<file path="config.mk">
export PLATFORM = sky130hd
export DESIGN_NAME = udp_frame_sequencer
export DESIGN_NICKNAME = d
export VERILOG_FILES = /design/src/rtl/udp_seq_pkg.sv /design/src/rtl/udp_label_capture.sv /design/src/rtl/udp_frame_sequencer.sv
export SDC_FILE = /design/constraint.sdc
export NUM_CORES = 1
export LEC_CHECK = 0
export ABC_AREA = 1
export BUFFER_PORTS_ARGS = -buffer_cell sky130_fd_sc_hd__buf_2
export CORE_AREA = 4 4 95 97
export DETAILED_ROUTE_END_ITERATION = 10
export DIE_AREA = 0 0 99 101
export PLACE_DENSITY = 0.81
export SLEW_MARGIN = 20
export SYNTH_ARGS = -nofsm -noshare
export SYNTH_HDL_FRONTEND = slang
export SYNTH_SLANG_ARGS = --single-unit
</file>
<file path="constraint.sdc">
create_clock -name i_clk -period 2.3 [get_ports i_clk]
set_input_delay 0.23 -clock i_clk [delete_from_list [all_inputs] [get_ports i_clk]]
set_output_delay 0.23 -clock i_clk [all_outputs]
set_load 0.01 [all_outputs]
</file>
<file path="src/rtl/udp_seq_pkg.sv">
// ---------------------------------------------------------------------------
// udp_seq_pkg
// Shared types and default sizing for the UDP frame sequencer.
//   seq_state_e : sequencer state (SYNC / PIXEL / LABEL)
//   digit_t     : one BCD digit of the distance label
//   *_DEF       : default parameter values used by the sequencer modules
// ---------------------------------------------------------------------------
package udp_seq_pkg;

  typedef enum logic [1:0] {
    SYNC  = 2'd0,
    PIXEL = 2'd1,
    LABEL = 2'd2
  } seq_state_e;

  typedef logic [3:0] digit_t;

  localparam int PIXEL_PKTS_DEF   = 635;
  localparam int LABEL_SKIP_DEF   = 2;
  localparam int LABEL_DIGITS_DEF = 6;
  localparam int PKT_TIMEOUT_DEF  = 125000;

endpackage

</file>
<file path="src/rtl/udp_label_capture.sv">
// ---------------------------------------------------------------------------
// udp_label_capture
// Decodes the label packet of a frame into BCD distance digits.
//   i_clk      : clock
//   rst        : asynchronous active-high reset
//   i_clr      : holds the byte counter at 0 (sequencer not in LABEL)
//   i_en       : label byte valid this cycle
//   i_last     : current label byte is the last of the datagram
//   i_nibble   : low nibble of the current label byte
//   o_digits   : published digits, digit[0] in the MSBs, held between updates
//   o_update   : 1-cycle pulse the cycle after a complete label ends
//   o_err      : combinational, high on the last byte of an incomplete label
// ---------------------------------------------------------------------------
module udp_label_capture
  import udp_seq_pkg::*;
#(
  parameter int LABEL_SKIP   = LABEL_SKIP_DEF,
  parameter int LABEL_DIGITS = LABEL_DIGITS_DEF
) (
  input  logic                      i_clk,
  input  logic                      rst,
  input  logic                      i_clr,
  input  logic                      i_en,
  input  logic                      i_last,
  input  logic [3:0]                i_nibble,
  output logic [4*LABEL_DIGITS-1:0] o_digits,
  output logic                      o_update,
  output logic                      o_err
);

  localparam int BCNT_W = $clog2(LABEL_SKIP + LABEL_DIGITS + 1);
  // Counter saturates here; reaching COMPLETE_AT before the last byte means
  // the last byte itself makes the label long enough.
  localparam logic [BCNT_W-1:0] BCNT_MAX    = BCNT_W'(LABEL_SKIP + LABEL_DIGITS);
  localparam logic [BCNT_W-1:0] COMPLETE_AT = BCNT_W'(LABEL_SKIP + LABEL_DIGITS - 1);

  logic [BCNT_W-1:0]             bcnt_q;
  digit_t [LABEL_DIGITS-1:0]     shadow_q;
  digit_t [LABEL_DIGITS-1:0]     shadow_d;
  digit_t [LABEL_DIGITS-1:0]     digits_q;
  logic                          update_q;
  logic                          complete;

  // digit j lives at the MSB end: packed element LABEL_DIGITS-1-j
  for (genvar j = 0; j < LABEL_DIGITS; j++) begin : g_dig
    assign shadow_d[LABEL_DIGITS-1-j] =
      (i_en && (bcnt_q == BCNT_W'(LABEL_SKIP + j))) ? i_nibble
                                                    : shadow_q[LABEL_DIGITS-1-j];
  end

  assign complete = (bcnt_q >= COMPLETE_AT);
  assign o_err    = i_en & i_last & ~complete;
  assign o_digits = digits_q;
  assign o_update = update_q;

  always_ff @(posedge i_clk or posedge rst) begin
    if (rst) begin
      bcnt_q   <= '0;
      shadow_q <= '0;
      digits_q <= '0;
      update_q <= 1'b0;
    end else begin
      update_q <= 1'b0;
      shadow_q <= shadow_d;
      if (i_clr) begin
        bcnt_q <= '0;
      end else if (i_en) begin
        if (i_last) begin
          bcnt_q <= '0;
          // shadow_d already holds a digit carried by the last byte
          if (complete) begin
            digits_q <= shadow_d;
            update_q <= 1'b1;
          end
        end else if (bcnt_q != BCNT_MAX) begin
          bcnt_q <= bcnt_q + 1'b1;
        end
      end
    end
  end

endmodule

</file>
<file path="src/rtl/udp_frame_sequencer.sv">
// ---------------------------------------------------------------------------
// udp_frame_sequencer
// Splits the UDP RX byte stream into video frames of PIXEL_PKTS pixel packets
// followed by one label packet. Pixel bytes are forwarded (1-cycle latency),
// the label is decoded into BCD digits, and stream faults force a resync.
//   i_clk / rst          : clock, asynchronous active-high reset
//   i_udp_rx_valid/data/last : RX byte stream (last qualified by valid)
//   o_pix_valid/data/last    : registered pixel byte stream
//   o_frame_start        : pulse with the first byte of packet 0
//   o_label_digits       : distance digits, digit[0] in MSBs
//   o_label_update       : pulse when o_label_digits refreshes
//   o_pkt_idx            : current packet index 0..PIXEL_PKTS
//   o_err_cnt            : saturating fault count
// Build option: define UDP_SEQ_TIMEOUT_EN to enable the mid-frame idle
// timeout (PKT_TIMEOUT cycles) that drops back to SYNC.
// ---------------------------------------------------------------------------
module udp_frame_sequencer
  import udp_seq_pkg::*;
#(
  parameter int PIXEL_PKTS   = PIXEL_PKTS_DEF,
  parameter int LABEL_SKIP   = LABEL_SKIP_DEF,
  parameter int LABEL_DIGITS = LABEL_DIGITS_DEF,
  parameter int PKT_TIMEOUT  = PKT_TIMEOUT_DEF
) (
  input  logic                      i_clk,
  input  logic                      rst,
  input  logic                      i_udp_rx_valid,
  input  logic [7:0]                i_udp_rx_data,
  input  logic                      i_udp_rx_last,
  output logic                      o_pix_valid,
  output logic [7:0]                o_pix_data,
  output logic                      o_pix_last,
  output logic                      o_frame_start,
  output logic [4*LABEL_DIGITS-1:0] o_label_digits,
  output logic                      o_label_update,
  output logic [9:0]                o_pkt_idx,
  output logic [7:0]                o_err_cnt
);

  localparam logic [9:0] LAST_PIX_IDX = 10'(PIXEL_PKTS - 1);
  localparam logic [9:0] LABEL_IDX    = 10'(PIXEL_PKTS);

  function automatic logic [7:0] sat_inc(input logic [7:0] v);
    return (v == 8'hFF) ? v : v + 8'd1;
  endfunction

  seq_state_e state_q;
  logic [9:0] pkt_idx_q;
  logic       mid_q;          // inside a datagram (a byte seen, no last yet)
  logic       pix_valid_q;
  logic [7:0] pix_data_q;
  logic       pix_last_q;
  logic       frame_start_q;
  logic [7:0] err_cnt_q;
  logic       rx_last;
  logic       lbl_err;
  logic       timeout;

  assign rx_last = i_udp_rx_valid & i_udp_rx_last;

`ifdef UDP_SEQ_TIMEOUT_EN
  localparam int IDLE_W = $clog2(PKT_TIMEOUT + 1);
  logic [IDLE_W-1:0] idle_q;

  // A byte arriving on the expiry cycle still counts as activity.
  assign timeout = (state_q != SYNC) && !i_udp_rx_valid &&
                   (idle_q == IDLE_W'(PKT_TIMEOUT - 1));

  always_ff @(posedge i_clk or posedge rst) begin
    if (rst) begin
      idle_q <= '0;
    end else if ((state_q == SYNC) || i_udp_rx_valid || timeout) begin
      idle_q <= '0;
    end else begin
      idle_q <= idle_q + 1'b1;
    end
  end
`else
  // Timeout length has no effect when the idle counter is not built.
  logic unused_timeout_cfg;
  assign unused_timeout_cfg = (PKT_TIMEOUT > 0);
  assign timeout = 1'b0;
`endif

  udp_label_capture #(
    .LABEL_SKIP  (LABEL_SKIP),
    .LABEL_DIGITS(LABEL_DIGITS)
  ) u_label (
    .i_clk   (i_clk),
    .rst     (rst),
    .i_clr   (state_q != LABEL),
    .i_en    ((state_q == LABEL) && i_udp_rx_valid),
    .i_last  (i_udp_rx_last),
    .i_nibble(i_udp_rx_data[3:0]),
    .o_digits(o_label_digits),
    .o_update(o_label_update),
    .o_err   (lbl_err)
  );

  always_ff @(posedge i_clk or posedge rst) begin
    if (rst) begin
      state_q       <= SYNC;
      pkt_idx_q     <= '0;
      mid_q         <= 1'b0;
      pix_valid_q   <= 1'b0;
      pix_data_q    <= '0;
      pix_last_q    <= 1'b0;
      frame_start_q <= 1'b0;
      err_cnt_q     <= '0;
    end else begin
      pix_valid_q   <= 1'b0;
      pix_last_q    <= 1'b0;
      frame_start_q <= 1'b0;
      if (i_udp_rx_valid) mid_q <= ~i_udp_rx_last;

      if (timeout) begin
        // cut the packet in progress; no o_pix_last is emitted
        state_q   <= SYNC;
        pkt_idx_q <= '0;
        mid_q     <= 1'b0;
        err_cnt_q <= sat_inc(err_cnt_q);
      end else begin
        case (state_q)
          SYNC: begin
            if (rx_last) begin
              state_q   <= PIXEL;
              pkt_idx_q <= '0;
            end
          end
          PIXEL: begin
            if (i_udp_rx_valid) begin
              pix_valid_q   <= 1'b1;
              pix_data_q    <= i_udp_rx_data;
              pix_last_q    <= i_udp_rx_last;
              frame_start_q <= (pkt_idx_q == '0) && !mid_q;
              if (i_udp_rx_last) begin
                if (pkt_idx_q == LAST_PIX_IDX) begin
                  pkt_idx_q <= LABEL_IDX;
                  state_q   <= LABEL;
                end else begin
                  pkt_idx_q <= pkt_idx_q + 10'd1;
                end
              end
            end
          end
          LABEL: begin
            if (rx_last) begin
              pkt_idx_q <= '0;
              state_q   <= PIXEL;
              if (lbl_err) err_cnt_q <= sat_inc(err_cnt_q);
            end
          end
          default: state_q <= SYNC;
        endcase
      end
    end
  end

  assign o_pix_valid   = pix_valid_q;
  assign o_pix_data    = pix_data_q;
  assign o_pix_last    = pix_last_q;
  assign o_frame_start = frame_start_q;
  assign o_pkt_idx     = pkt_idx_q;
  assign o_err_cnt     = err_cnt_q;

endmodule

</file>
==> results by group <==
Routing
  • Initial DRC count: 201
  • WL/cell: 12.79 um
  • Total number of vias: 3,400
  • Post-DR vias/cell: 4.978
  • ANT nets after route: 0
  • # DRC: 0
  • Final WL: 8738 um
  • 1st-pass router iterations: 4

Logic synthesis
  • Number of distinct library cells after synthesis: 27
  • Yosys top cell area share: 0.5204
  • Yosys warns: 0
  • Synth Cell Area: 4088 um^2
  • Synth Register Bits: 85
  • Post-synth net total: 522
  • Post-synthesis area per instance: 8.143 um^2
  • Mapped Cells: 502
  • Area contributors post-synth: dfrtp_1 (52%), nand2_1 (18%), nand3_1 (5.9%)
  • Sequential fraction of the synthesis area: 0.5204
  • Yosys top cell by area: dfrtp_1

Setup path
  • CP required: 2.55 ns
  • Worst setup path class: reg2reg
  • CP arrival: 1.99 ns
  • CP endpoint kind: flop
  • Worst setup SP type: flop
  • Reg2Reg Depth: 7
  • Setup slack, reg-to-reg: 0.56 ns
  • CP max FO: 25

Timing
  • Slew Limit Fails: 0
  • Total negative slack: 0 ns
  • Slew margin rel.: 0.6957
  • Fin crit share: 0.7567
  • Final hold vios: 14
  • Worst-margin pin slew: 0.4564 ns
  • Final min period: 1.740 ns
  • RSZ-0062 raised after global routing: false
  • Clk_skew: 0.009609 ns
  • FMAX: 574.6 MHz
  • Setup-failing EPs final: 0
  • Min Hold Slack: -0.02510 ns

Floorplanning
  • Initial Utilization: 0.5025
  • Die width: 99 um
  • Die H: 101 um
  • # IOs: 66
  • Row count: 33
  • Die Area: 9999 um^2
  • Core Box Area: 8134 um^2

GRT
  • Largest net degree at the start of global routing: 86
  • Antenna violations before repair: 0
  • GRT busiest layer: met2
  • GRT met1 Usage: 0.2510
  • Global-route wire length before repair: 15,210 um
  • Gr ovfl total: 0
  • Vias in the first global route: 3,313
  • Met2 Resource Use GR: 0.3011
  • Tot GR Track Use: 0.1893
  • Met3 GRT Util: 0.03599

CTS
  • Clock sinks: 85
  • Num CTS Buffers: 9
  • Clock latency on the worst-skew pair: 0.36 ns
  • Root Buffer: clkbuf_8
  • Max clock buf depth: 2
  • Post-CTS Repair Setup Buffers: 0
  • Hold buffer count at CTS: 0
  • Clk slew on worst S/H paths: 0.09 ns
  • CTS tree: yes
  • H-tree depth: 3
  • Cts repair resizes: 0

Pwr
  • Sequential Power Share: 0.509
  • Peak VDD IR: 0.0003849 V
  • Net Switching: 947.2 uW
  • Lkg Pwr: 0.002603 uW
  • Pwr Density: 705.9 nW/um^2
  • Combinational power share: 0.139
  • Pint: 2405 uW
  • Switch share: 0.2826
  • Clock Power Share: 0.352

Cells and area
  • # diodes: 0
  • Area growth from synthesis to final layout: 16.16%
  • Non-Filler Instances: 683
  • Final #Nets: 593
  • FILL cells: 737
  • Layout cells sized above 1: 0.1644

Run status
  • Failing checks: hold timing
  • Outcome: complete, but fails checks

Place
  • I/O Buffers: 65
  • DP Wirelength: 6040 um
  • Placed insts: 667
  • Gpl congestion: 0.8355

Job
  • Max-cap violations: 0

Worst hold path
  • Worst min path class: in2async
-- cells in the final DEF (no fill, tap or decap) --
| master | count |
|---|---|
| nand4_1 | 8 |
| inv_1 | 60 |
| o21ai_0 | 10 |
| clkbuf_8 | 9 |
| o21ai_1 | 1 |
| nand3_4 | 1 |
| nand3b_1 | 1 |
| xnor2_1 | 2 |
| inv_2 | 2 |
| clkbuf_1 | 1 |
| a21oi_1 | 3 |
| nand2_1 | 197 |
| and2_1 | 16 |
| nor2_1 | 24 |
| nand4_2 | 1 |
| nand3_1 | 48 |
| nor3_1 | 3 |
| o21a_1 | 8 |
| dfrtp_1 | 85 |
| nor2_4 | 6 |
| xor2_1 | 7 |
| clkinvlp_4 | 2 |
| o21bai_1 | 1 |
| inv_6 | 2 |
| buf_12 | 1 |
| nand2_2 | 1 |
| ha_1 | 8 |
| nand2_4 | 1 |
| clkinv_4 | 2 |
| bufinv_16 | 2 |
| buf_2 | 65 |
-- power groups by stage --
| stage | sequential, uW | combinational (uW) | clock [uW] |
|---|---|---|---|
| 2_1_floorplan | 1760 | 256 | 0 |
| 3_3_place_gp | 1730 | 455 | 0 |
| 3_5_place_dp | 1730 | 475 | 0 |
| 4_1_cts | 1710 | 475 | 1200 |
| 5_1_grt | 1720 | 530 | 1280 |
| 6_report | 1710 | 466 | 1180 |
-- metal layers --
metal / vias to the layer above / wire [um]
met5: - / 0
met4: 0 / 157
met3: 16 / 507
met2: 93 / 4117
met1: 1589 / 3955
li1: 1702 / -
-- cell type report --
cell class,instances,area (um^2),area share
multi-input combinational,347,1674,0.3526
clock buffer,10,127.6,0.02688
clock inverter,6,93.84,0.01976
timing repair buffer,66,345.3,0.07273
sequential,85,2127,0.4480
tap,105,131.4,0.02767
inverter,64,249.0,0.05244
-- path summary, 6_finish.rpt --
check	from	end
worst max-delay path	u_label.bcnt_q[0]$_DFFE_PP0P_	u_label.o_digits[23]$_DFFE_PP0P_
worst min-delay path	rst	o_err_cnt[0]$_DFFE_PP0P_
worst max register to register	u_label.bcnt_q[0]$_DFFE_PP0P_	u_label.o_digits[23]$_DFFE_PP0P_
worst min register to register	u_label.o_digits[4]$_DFFE_PP0P_	u_label.o_digits[4]$_DFFE_PP0P_
max in group asynchronous	rst	mid_q$_DFFE_PP0P_
min in group i_clk	i_udp_rx_data[5]	o_pix_data[5]$_DFFE_PP0P_
-- per-stage QoR --
stage / worst slack (ns) / instance area, um^2 / power, uW / util
detailed placement: 0.5955 / 4527 / 2208 / 0.5565
finish: 0.5596 / 4748 / 3352 / 0.5838
global placement: 0.6521 / 4527 / 2186 / 0.5565
global route: 0.4100 / 4748 / 3529 / 0.5838
CTS: 0.5703 / 4748 / 3386 / 0.5838
floorplan: 0.8908 / 4091 / 2018 / -
-- cells by family (layout without fill, tap and decap cells) --
logic type,after synthesis,count (layout),share of synthesized area
compound gates,23,23,0.03367
simple gates,307,307,0.3321
xor+xnor,9,9,0.01928
flops,85,85,0.5204
fa+ha+maj,8,8,0.02449
buf+inv,70,146,0.07009
-- worst max-delay path, stage by stage, from the launching register on --
cell      delay [ns]
dfrtp_1         0.43
ha_1            0.28
nand2_1         0.08
nand2_1         0.09
nand2_4         0.27
clkinv_4        0.25
nand3_1         0.15
nand2_1         0.06
-- cell usage after synthesis, drive strengths merged --
cell type,instances
nand2,199
dfrtp,85
inv,63
nand3,49
nor2,30
and2,16
o21ai,11
nand4,9
ha,8
o21a,8
xor2,7
buf,5
a21oi,3
nor3,3
xnor2,2
clkbuf,1
clkinv,1
nand3b,1
o21bai,1
-- registers in the layout (all words and copies together) (netlist names) --
name	cells
o_err_cnt	8
u_label.bcnt_q	4
o_pix_valid	1
o_pix_data	8
o_frame_start	1
u_label.o_digits	24
u_label.o_update	1
state_q	2
u_label.shadow_q	24
o_pkt_idx	10
o_pix_last	1
mid_q	1
(Power assumes the default switching activity.)
